==> config.mk <==
export PLATFORM = sky130hd
export DESIGN_NAME = path_launch_capture_flat
export DESIGN_NICKNAME = d
export VERILOG_FILES = /design/src/rtl/path_launch_capture_if.sv /design/src/rtl/path_launch_capture.sv /design/src/flat_wrapper.sv
export SDC_FILE = /design/constraint.sdc
export NUM_CORES = 1
export LEC_CHECK = 0
export ABC_AREA = 0
export CAP_MARGIN = 20
export CORE_ASPECT_RATIO = 0.75
export CORE_MARGIN = 2
export CORE_UTILIZATION = 50
export DETAILED_ROUTE_END_ITERATION = 7
export PLACE_DENSITY = 0.74
export SLEW_MARGIN = 20
export SYNTH_ARGS = -nofsm -noshare
export SYNTH_HDL_FRONTEND = slang
export SYNTH_SLANG_ARGS = --single-unit
==> constraint.sdc <==
create_clock -name clk -period 4.3 [get_ports clk]
set_input_delay 0.86 -clock clk [delete_from_list [all_inputs] [get_ports clk]]
set_output_delay 0.86 -clock clk [all_outputs]
set_load 0.01 [all_outputs]
==> src/rtl/path_launch_capture_if.sv <==
// Launch/capture harness bus: run control, path drive/sample and run status.
// The master side (bench/host) drives start, num_tests and capture_i; the
// slave side (the harness) drives the rest.
interface path_launch_capture_if #(
  parameter int CNT_W = 16
);
  logic             start;
  logic [CNT_W-1:0] num_tests;
  logic             launch_o;
  logic             capture_i;
  logic             busy;
  logic             done;
  logic             pass;
  logic [CNT_W-1:0] test_cnt;
  logic [CNT_W-1:0] err_cnt;

  modport master (
    output start, num_tests, capture_i,
    input  launch_o, busy, done, pass, test_cnt, err_cnt
  );

  modport slave (
    input  start, num_tests, capture_i,
    output launch_o, busy, done, pass, test_cnt, err_cnt
  );
endinterface

==> src/rtl/path_launch_capture.sv <==
// Register-to-register launch/capture wrapper around an inverting comb path.
// A launch flop drives the path, a capture compare runs CAPTURE_LAT edges
// later, and mismatches against the expected polarity are counted.
// Optional macro PATH_LFSR_EN: pattern from an 8-bit Fibonacci LFSR
// (x^8+x^6+x^5+x^4+1, seed 8'hA5) instead of a plain toggle.
module path_launch_capture #(
  parameter bit INV_PARITY  = 1'b1,
  parameter int CAPTURE_LAT = 1,
  parameter int CNT_W       = 16
) (
  input logic              clk,
  input logic              rst_n,
  path_launch_capture_if.slave bus
);
  typedef enum logic [1:0] {IDLE, LAUNCH, WAIT, DONE} state_t;

  state_t           r_state;
  logic [3:0]       r_wait;
  logic [CNT_W-1:0] r_num;
  logic [CNT_W-1:0] r_test_cnt;
  logic [CNT_W-1:0] r_err_cnt;
  logic             r_launch;
  logic             r_busy;
  logic             r_done;
  logic             r_pass;

  logic             w_cmp_edge;
  logic             w_mis;
  logic [CNT_W-1:0] w_test_nxt;
  logic [CNT_W-1:0] w_err_nxt;
  logic             w_pat;

  // Compare happens on the last WAIT edge; capture_i is ignored otherwise.
  assign w_cmp_edge = (r_state == WAIT) && (r_wait == 4'd1);
  assign w_mis      = bus.capture_i != (r_launch ^ INV_PARITY);
  assign w_test_nxt = r_test_cnt + {{(CNT_W-1){1'b0}}, 1'b1};
  assign w_err_nxt  = r_err_cnt + {{(CNT_W-1){1'b0}}, w_mis};

`ifdef PATH_LFSR_EN
  logic [7:0] r_lfsr;
  logic       w_fb;

  // Taps 8,6,5,4; the new bit enters at lfsr[0] and is the launched value.
  assign w_fb  = r_lfsr[7] ^ r_lfsr[5] ^ r_lfsr[4] ^ r_lfsr[3];
  assign w_pat = w_fb;

  // Pattern generator: reseeded on reset and every accepted start.
  always_ff @(posedge clk or negedge rst_n) begin
    if (!rst_n)                                  r_lfsr <= 8'hA5;
    else if (r_state == IDLE && bus.start)       r_lfsr <= 8'hA5;
    else if (r_state == LAUNCH)                  r_lfsr <= {r_lfsr[6:0], w_fb};
  end
`else
  assign w_pat = ~r_launch;
`endif

  // Run controller: all status outputs are registered here.
  always_ff @(posedge clk or negedge rst_n) begin
    if (!rst_n) begin
      r_state    <= IDLE;
      r_wait     <= '0;
      r_num      <= '0;
      r_test_cnt <= '0;
      r_err_cnt  <= '0;
      r_launch   <= 1'b0;
      r_busy     <= 1'b0;
      r_done     <= 1'b0;
      r_pass     <= 1'b0;
    end else begin
      case (r_state)
        IDLE: begin
          if (bus.start) begin
            r_num      <= bus.num_tests;
            r_test_cnt <= '0;
            r_err_cnt  <= '0;
            r_busy     <= 1'b1;
            if (bus.num_tests != '0) begin
              r_state <= LAUNCH;
            end else begin
              // Empty run: nothing compared, so it trivially passes.
              r_state <= DONE;
              r_done  <= 1'b1;
              r_pass  <= 1'b1;
            end
          end
        end
        LAUNCH: begin
          r_launch <= w_pat;
          r_wait   <= 4'(CAPTURE_LAT);
          r_state  <= WAIT;
        end
        WAIT: begin
          r_wait <= r_wait - 4'd1;
          if (w_cmp_edge) begin
            r_test_cnt <= w_test_nxt;
            r_err_cnt  <= w_err_nxt;
            if (w_test_nxt == r_num) begin
              r_state <= DONE;
              r_done  <= 1'b1;
              r_pass  <= (w_err_nxt == '0);
            end else begin
              r_state <= LAUNCH;
            end
          end
        end
        DONE: begin
          r_done  <= 1'b0;
          r_pass  <= 1'b0;
          r_busy  <= 1'b0;
          r_state <= IDLE;
        end
        default: r_state <= IDLE;
      endcase
    end
  end

  assign bus.launch_o = r_launch;
  assign bus.busy     = r_busy;
  assign bus.done     = r_done;
  assign bus.pass     = r_pass;
  assign bus.test_cnt = r_test_cnt;
  assign bus.err_cnt  = r_err_cnt;
endmodule
==> src/flat_wrapper.sv <==
// flat-port wrapper written by rule: the top's interface ports become plain ports
module path_launch_capture_flat 
#(
  parameter bit INV_PARITY  = 1'b1,
  parameter int CAPTURE_LAT = 1,
  parameter int CNT_W       = 16
)
  (clk, rst_n, bus_start, bus_num_tests, bus_capture_i, bus_launch_o, bus_busy, bus_done, bus_pass, bus_test_cnt, bus_err_cnt);
  path_launch_capture_if #(.CNT_W(CNT_W)) bus_i ();
  input logic clk;
  input logic rst_n;
  input wire logic [$bits(bus_i.start)-1:0] bus_start;
  input wire logic [$bits(bus_i.num_tests)-1:0] bus_num_tests;
  input wire logic [$bits(bus_i.capture_i)-1:0] bus_capture_i;
  output wire logic [$bits(bus_i.launch_o)-1:0] bus_launch_o;
  output wire logic [$bits(bus_i.busy)-1:0] bus_busy;
  output wire logic [$bits(bus_i.done)-1:0] bus_done;
  output wire logic [$bits(bus_i.pass)-1:0] bus_pass;
  output wire logic [$bits(bus_i.test_cnt)-1:0] bus_test_cnt;
  output wire logic [$bits(bus_i.err_cnt)-1:0] bus_err_cnt;
  assign bus_i.start = bus_start;
  assign bus_i.num_tests = bus_num_tests;
  assign bus_i.capture_i = bus_capture_i;
  assign bus_launch_o = bus_i.launch_o;
  assign bus_busy = bus_i.busy;
  assign bus_done = bus_i.done;
  assign bus_pass = bus_i.pass;
  assign bus_test_cnt = bus_i.test_cnt;
  assign bus_err_cnt = bus_i.err_cnt;
  path_launch_capture #(.INV_PARITY(INV_PARITY), .CAPTURE_LAT(CAPTURE_LAT), .CNT_W(CNT_W)) u_core (.clk(clk), .rst_n(rst_n), .bus(bus_i));
endmodule
Word-level counts from Yosys, hierarchy flattened
Cells that the tools add are included.
{"block": "totals", "reg_bits": 58, "output_inout_bits": 36}
{"block": "op_classes", "n_reduce_logical": 13, "n_eq_ne": 10, "n_bitwise": 1, "addsub": 3, "n_mux": 21}
{"op": "one-hot mux 16 bit (2 select lines)", "n": 2}
{"op": "two-way mux 16 bit", "n": 3}
{"op": "adder 16 x 1 -> 16 bit", "n": 1}
{"op": "adder 16 x 1 -> 16 bit (second input constant)", "n": 1}
{"op": "== test 16 bit", "n": 1}
{"op": "logical NOT 16 bit", "n": 1}
{"op": "nonzero test 16 bit", "n": 1}
{"op": "two-way mux 2 bit", "n": 4}
{"op": "one-hot mux 2 bit (4 select lines)", "n": 1}
{"op": "one-hot mux 4 bit (2 select lines)", "n": 1}
{"op": "two-way mux 1 bit", "n": 7}
{"op": "inequality test 2 bit (second input constant)", "n": 3}
{"op": "one-hot mux 1 bit (3 select lines)", "n": 2}
{"op": "AND reduction 2 bit", "n": 3}
{"op": "nonzero test 2 bit", "n": 3}
{"op": "AND reduction 5 bit", "n": 1}
{"op": "== test 2 bit (second input constant)", "n": 2}
{"op": "== test 4 x 1 -> 1 bit (second input constant)", "n": 1}
{"op": "subtractor 4 x 1 -> 4 bit (second input constant)", "n": 1}
{"op": "AND reduction 3 bit", "n": 1}
{"op": "nonzero test 3 bit", "n": 1}
{"op": "== test 2 x 1 -> 1 bit (second input constant)", "n": 1}
{"op": "logical NOT 2 bit", "n": 1}
{"op": "inequality test 2 x 1 -> 1 bit (second input constant)", "n": 1}
{"op": "other kinds (4)", "n": 4}

Depth between registers and ports, before layout
Gate-level depths: netlist of the first run.
{"block": "depth", "ltp_word": 7, "depth_mapped": 10, "depth_no_buf": 10}

Least setup slack after synthesis of the first run
OpenSTA, ideal clock, no wires.
{"block": "synth_timing", "kind": "input-to-reg", "from": "in bus_capture_i", "to": "reg u_core.r_pass (netlist: u_core.bus.pass)", "setup_time_ns": 0.124, "t_required_ns": 4.176, "n_path_buf": 0, "arrival_time_ns": 2.762, "setup_slack_ns": 1.414, "stages": 10, "cell_sequence": "xnor2_1 -> ha_1 -> ha_1 -> nand3_1 -> nor4_1 -> mux2i_1 -> a31o_2 -> nand4_1 -> mux2i_1 -> a211o_1"}
{"block": "synth_via", "elab_chain_cells": 6}
{"item": "start: declaration", "line_no": "flat_wrapper.sv:14", "text": "input wire logic [$bits(bus_i.capture_i)-1:0] bus_capture_i;"}
{"item": "inequality test 1 bit", "line_no": "path_launch_capture.sv:35", "text": "assign w_mis = bus.capture_i != (r_launch ^ INV_PARITY);"}
{"item": "adder 16 x 1 -> 16 bit", "line_no": "path_launch_capture.sv:37", "text": "assign w_err_nxt = r_err_cnt + {{(CNT_W-1){1'b0}}, w_mis};"}
{"item": "logical NOT 16 bit", "line_no": "path_launch_capture.sv:100", "text": "r_pass <= (w_err_nxt == '0);"}
{"item": "two-way mux 1 bit", "line_no": "path_launch_capture.sv:97", "text": "if (w_test_nxt == r_num) begin"}
{"item": "two-way mux 1 bit", "line_no": "path_launch_capture.sv:94", "text": "if (w_cmp_edge) begin"}
{"item": "one-hot mux 1 bit (3 select lines)", "line_no": "path_launch_capture.sv:70", "text": "case (r_state)"}
{"item": "end signal: assignment", "line_no": "path_launch_capture.sv:100"}
{"item": "end: declaration", "line_no": "path_launch_capture.sv:25", "text": "logic r_pass;"}
No other way between the ends. The select of a mux whose other input is x is not followed.
A chain may end at the register's enable or synchronous reset.

Final worst setup path of the first run
Same ends and word-level chain as after synthesis.

==> results.toml, run 1 <==
[setup_path]
ff2ff_path_depth = 10
cp-start-kind = "primary input"
endpoint_kind = "register"
r2r_end = "u_core.bus.pass"
r2r_slack_ns = 1.49
critPathMaxFanout = 6
crit_arrival_ns = 3.57
cp-startpoint = "bus_capture_i"
worstReg2RegStart = "u_core.bus.launch_o"
worstSetupEndpoint = "u_core.bus.pass"
crit_required_ns = 4.53
crit_type = "in -> reg"

[synthesis]
synthDominantCellAreaShare = 0.410
avgSynthCellArea_sq_um = 9.28
ys_seq_area_frac = 0.410
synth_xor_xnor_area_share = 0.0743
synthFlopType = "dfrtp_1"
synth-simple-area-share = 0.216
synthMuxAreaShare = 0.0623
ys_top_cells_by_area = "dfrtp_1 41%, o21ai_0 6.4%, mux2_2 5.1%"
synth_top_family_by_area = "simple AND/OR/NAND/NOR gates"
yosysWarningCount = 0
syn-instance-count = 381
synth_edf_count = 0
synthesis.area_sq_um = 3540
synth_area_leader_cell = "dfrtp_1"
synth_compound_area_frac = 0.163
synthDistinctLibCells = 57
synth_nets = 410
synth-adder-area-share = 0.0318
async_flop_share = 1.00
ys_ff_latch = 58

[final_layout]
layout.area.seq_sq_um = 1450
final_nets = 458
final_cell_mix = "58 x dfrtp_1, 54 x clkdlybuf4s50_1, 45 x o21ai_0"
fillers = 552
area_growth_pct = 22.1
drive_above_1_share = 0.120
multiInputGateArea_sq_um = 1940
mostFrequentLayoutCell = "dfrtp_1"
diodes = 0

[placed_design]
post-dp-hpwl_mm = 5.78
pre_cts_ws_ns = 0.670
port_buffers = 55
gp_congestion = 0.811

[pwr]
pwr-share-comb = 0.135
p_seq_frac = 0.468
powerDensity_nw_per_um2 = 305
intPower_mw = 0.969
power.switching_mw = 0.349
p_clk_frac = 0.397
leakage_nw = 1.78
sw_frac_of_total = 0.265
ir_drop_mv = 0.155

[global_route]
grt_max_degree = 35
grt_usage = 0.226
antenna_found_initial = 0
grt_pass1_vias = 2890
grt_pass1_wl_mm = 14.1
grt-ovfl-total = 0

[clocking]
post_cts_resized = 0
clk_pin_slew_ns = 0.07
cts_buffers = 9
hold_buffers = 0
clock-root-buffer = "clkbuf_8"
clk_latency_ns = 0.34
cts_tree = "yes"
cts.sinks = 58
htree_levels = 3
cts_buffer_depth = 2
postCtsSetupBuffers = 0

[die]
io_pins = 56
rows = 26
initial_core_util = 0.518
die-area_sq_um = 7770
chipHeight_um = 76.8
core_sq_um = 6830
fp.dieW_um = 101

[detailed_routing]
dr.pass1.iters = 4
drc = 0
vias = 3079
antenna_left = 0
wl_per_cell_um = 15.8
drt-total-wl_mm = 8.21
first_iter_violations = 144
viasPerCell = 5.94

[sta]
fin_crit_sh = 0.777
fin_setup_tns_ns = 0
fin_crit_ns = 3.34
final-max-slew-violation-count = 0
fin_worst_skew_ns = 0.00691
setup_viol = 0
hold_violations = 0
rsz0062_at_grt = "no"
max_freq_ghz = 0.299
worst_slack_ns = 0.959
worst_pin_slew_ns = 0.707
slew_headroom = 0.529

[hold_path]
hold_path.class = "in -> async"

[run_status]
status = "finished clean"

[job]
cap_viol_max_count = 0
power by group through the flow:
stage                     registers, mW  clock network [mW]  logic (mW)
after CTS                         0.616               0.535       0.180
after global placement            0.623                   0       0.174
final                             0.617               0.523       0.178
after global routing              0.622               0.563       0.204
after floorplan                   0.614                   0      0.0941
after detailed placement          0.625                   0       0.179
synth_stat cells (7+ instances only):
| cell type | instances |
|---|---|
| dfrtp_1 | 58 |
| o21ai_0 | 45 |
| nand2_1 | 38 |
| nand3_1 | 19 |
| nor2_1 | 19 |
| xnor2_1 | 17 |
| mux2_2 | 16 |
| xor2_1 | 13 |
| a21oi_1 | 11 |
| nor4_1 | 11 |
| nand4_1 | 10 |
| ha_1 | 9 |
| inv_1 | 9 |
| nor3_1 | 9 |
| clkbuf_1 | 8 |
| and3_1 | 7 |
| buf_2 | 7 |
cell families after synthesis:
| kind of cell | Yosys count |
|---|---|
| flops | 58 |
| compound gates | 91 |
| simple gates | 141 |
| buf+inv | 32 |
| fa+ha+maj | 9 |
| mux | 20 |
| xor+xnor | 30 |
final cells by class:
class,count,area share
Clock buffer,12,0.0359
Tap cell,84,0.0243
Clock inverter,4,0.0116
Multi-Input combinational cell,291,0.449
Inverter,9,0.00782
Sequential cell,58,0.336
Timing Repair Buffer,60,0.135
state kept, by name, indices dropped and copies added, names as in the netlist:
signal and flops:
u_core.bus.err_cnt 16, u_core.r_num 16, u_core.r_state 2, u_core.bus.done 1, u_core.r_wait 4, u_core.bus.launch_o 1, u_core.bus.test_cnt 16, u_core.bus.pass 1
u_core.bus.busy 1
worst max-delay path, cell delays in order:
cell,delay [ns]
clkdlybuf4s50_1,0.47
xnor2_1,0.12
ha_1,0.27
ha_1,0.30
nand3_1,0.18
nor4_1,0.55
mux2i_1,0.17
a31o_2,0.28
nand4_1,0.06
mux2i_1,0.07
a211o_1,0.23
per-layer routing:
| metal | GRT usage | share of wire | vias to the layer above |
|---|---|---|---|
| met2 | 0.348 | 0.46 | 97 |
| met5 | 0 | 0 | - |
| met3 | 0.0556 | 0.056 | 9 |
| li1 | - | - | 1491 |
| met1 | 0.317 | 0.47 | 1482 |
| met4 | 0.0635 | 0.012 | 0 |
worst min-delay path by stage:
stage	start	cells past startpoint	endpoint	slack [ns]
CTS	rst_n	1	u_core.bus.err_cnt[15]	0.51
global route	u_core.bus.launch_o	1	u_core.bus.launch_o	0.53
global placement	u_core.r_num[4]	1	u_core.r_num[4]	0.49
floorplan	u_core.r_num[4]	1	u_core.r_num[4]	0.48
detailed placement	u_core.r_num[4]	1	u_core.r_num[4]	0.50
finish	rst_n	1	u_core.bus.err_cnt[12]	0.50
through the flow:
stage / area [sq um] / util / std cells / hold WS, ns / power [mW]
2_1_floorplan: 3540 / - / 381 / 0.479 / 0.708
3_3_place_gp: 4110 / 0.602 / 502 / 0.490 / 0.797
3_5_place_dp: 4110 / 0.602 / 502 / 0.500 / 0.804
4_1_cts: 4320 / 0.632 / 518 / 0.512 / 1.33
5_1_grt: 4320 / 0.632 / 518 / 0.527 / 1.39
6_report: 4320 / 0.632 / 518 / 0.503 / 1.32
Note: power is estimated with default switching activity, not from simulation.
==> run 2: changes to the inputs <==
--- a/config.mk
+++ b/config.mk
@@ -9,9 +9,9 @@
 export CAP_MARGIN = 20
 export CORE_ASPECT_RATIO = 0.75
 export CORE_MARGIN = 2
-export CORE_UTILIZATION = 50
+export CORE_UTILIZATION = 49
 export DETAILED_ROUTE_END_ITERATION = 7
-export PLACE_DENSITY = 0.74
+export PLACE_DENSITY = 0.76
 export SLEW_MARGIN = 20
 export SYNTH_ARGS = -nofsm -noshare
 export SYNTH_HDL_FRONTEND = slang
==> constraint.sdc (replaced) <==
create_clock -name clk -period 2.9 [get_ports clk]
set_input_delay 0.58 -clock clk [delete_from_list [all_inputs] [get_ports clk]]
set_output_delay 0.58 -clock clk [all_outputs]
set_load 0.01 [all_outputs]
==> results.toml, run 2 (synthesis gave the netlist of run 1 again) <==
[sta]
hold_violations = 0
final-max-slew-violation-count = 0
setup_viol = 0
max_freq_ghz = 0.373
fin_crit_ns = 2.68
fin_hold_ws_ns = 0.174
rsz0062_at_grt = "no"
worst_slack_ns = 0.216
fin_worst_skew_ns = 0.00851
slew_headroom = 0.541
worst_pin_slew_ns = 0.687
fin_crit_sh = 0.925

[final_layout]
final_util = 0.640
diodes = 0
area_growth_pct = 24.8
final_nets = 474
drive_above_1_share = 0.146
final_cell_mix = "58 x dfrtp_1, 54 x clkdlybuf4s50_1, 45 x o21ai_0"
instances_no_fill = 544
fin_area_sq_um = 4420
mostFrequentLayoutCell = "dfrtp_1"

[global_route]
grt_use_met2 = 0.339
grt_usage = 0.222
grt_pass1_vias = 2899
antenna_found_initial = 0
grt_pass1_wl_mm = 13.8
grt-ovfl-total = 0
grtUsageMet1 = 0.306
use_met3 = 0.0622
grt_max_degree = 27
grt-busiest-layer = "met2"

[setup_path]
crit_type = "reg -> reg"
ff2ff_path_depth = 8
cp_slowest_cell = "dfrtp_1"
critPathMaxFanout = 7
crit_buf_inv = 0
cp-startpoint = "u_core.bus.test_cnt[0]"
crit_required_ns = 3.12
critPathTopFamily = "simple AND/OR/NAND/NOR gates"
cp-start-kind = "register"
crit_arrival_ns = 2.91
worstReg2RegStart = "u_core.bus.test_cnt[0]"
crit_cells = 8
endpoint_kind = "register"
crit_chain = "ha_1 > and2_1 > a21oi_1 > nor4b_1 > nand4_1 > a2111oi_4 > mux2i_1 > a211o_1"
max_stage_delay_ns = 0.47

[pwr]
leakage_nw = 1.85
ir_drop_mv = 0.255
powerDensity_nw_per_um2 = 421

[die]
fp.dieW_um = 102
core_sq_um = 6900
rows = 26
chipHeight_um = 77.6
die-area_sq_um = 7920
initial_core_util = 0.513
io_pins = 56

[placed_design]
dp.cells = 532
placed_cell_area_sq_um = 4250
port_buffers = 55
gp_congestion = 0.845
post-dp-hpwl_mm = 6.00
pre_cts_ws_ns = -0.0984

[hold_path]
hold_path.class = "in -> async"

[clocking]
clk_latency_ns = 0.34
hold_buffers = 0
postCtsSetupBuffers = 0
cts_tree = "yes"
clk_pin_slew_ns = 0.06
clock-root-buffer = "clkbuf_8"
cts_buffer_depth = 2
post_cts_resized = 0
cts.sinks = 58
htree_levels = 3
cts_buffers = 9

[detailed_routing]
wl_per_cell_um = 14.9
antenna_left = 0
drt-total-wl_mm = 8.13
viasPerCell = 5.65
vias = 3075
first_iter_violations = 89
drc = 0
dr.pass1.iters = 4

[run_status]
status = "finished clean"

[job]
cap_viol_max_count = 0
-- run 2: power breakdown --
part / internal, mW / switching (mW)
clock: 0.361 / 0.293
sequential: 0.845 / 0.0705
combinational: 0.173 / 0.119
-- run 2: final cells by class --
| type | count | area, sq um |
|---|---|---|
| Tap cell | 98 | 123 |
| Inverter | 9 | 33.8 |
| Multi-Input combinational cell | 291 | 1940 |
| Fill cell | 591 | 2480 |
| Sequential cell | 58 | 1450 |
| Timing Repair Buffer | 76 | 703 |
| Clock buffer | 12 | 165 |
-- run 2: worst paths after layout --
kind                                            end  slack [ns]
worst min register to register  u_core.bus.launch_o        0.51
worst max register to register      u_core.bus.pass        0.22
max in group asynchronous          u_core.r_num[10]        2.03
min in group clk                u_core.bus.launch_o        0.51
worst max-delay path                u_core.bus.pass        0.22
worst min-delay path               u_core.r_wait[1]        0.17
-- run 2: through the flow --
stage / TNS [ns] / power [mW]
2_1_floorplan: 0 / 1.05
3_3_place_gp: -0.103 / 1.21
3_5_place_dp: -0.0984 / 1.22
4_1_cts: 0 / 1.89
5_1_grt: 0 / 1.96
6_report: 0 / 1.86
-- run 2: metal layers --
metal,wire length (um),part of all wire,vias to the layer above
met5,0,0,-
met4,110,0.014,0
met3,421,0.052,11
met2,3680,0.45,75
met1,3920,0.48,1469
li1,-,-,1520
-- run 2: worst register-to-register path: stages, from the launching register on --
cell,delay [ns]
dfrtp_1,0.47
ha_1,0.34
and2_1,0.31
a21oi_1,0.11
nor4b_1,0.31
nand4_1,0.22
a2111oi_4,0.45
mux2i_1,0.13
a211o_1,0.23
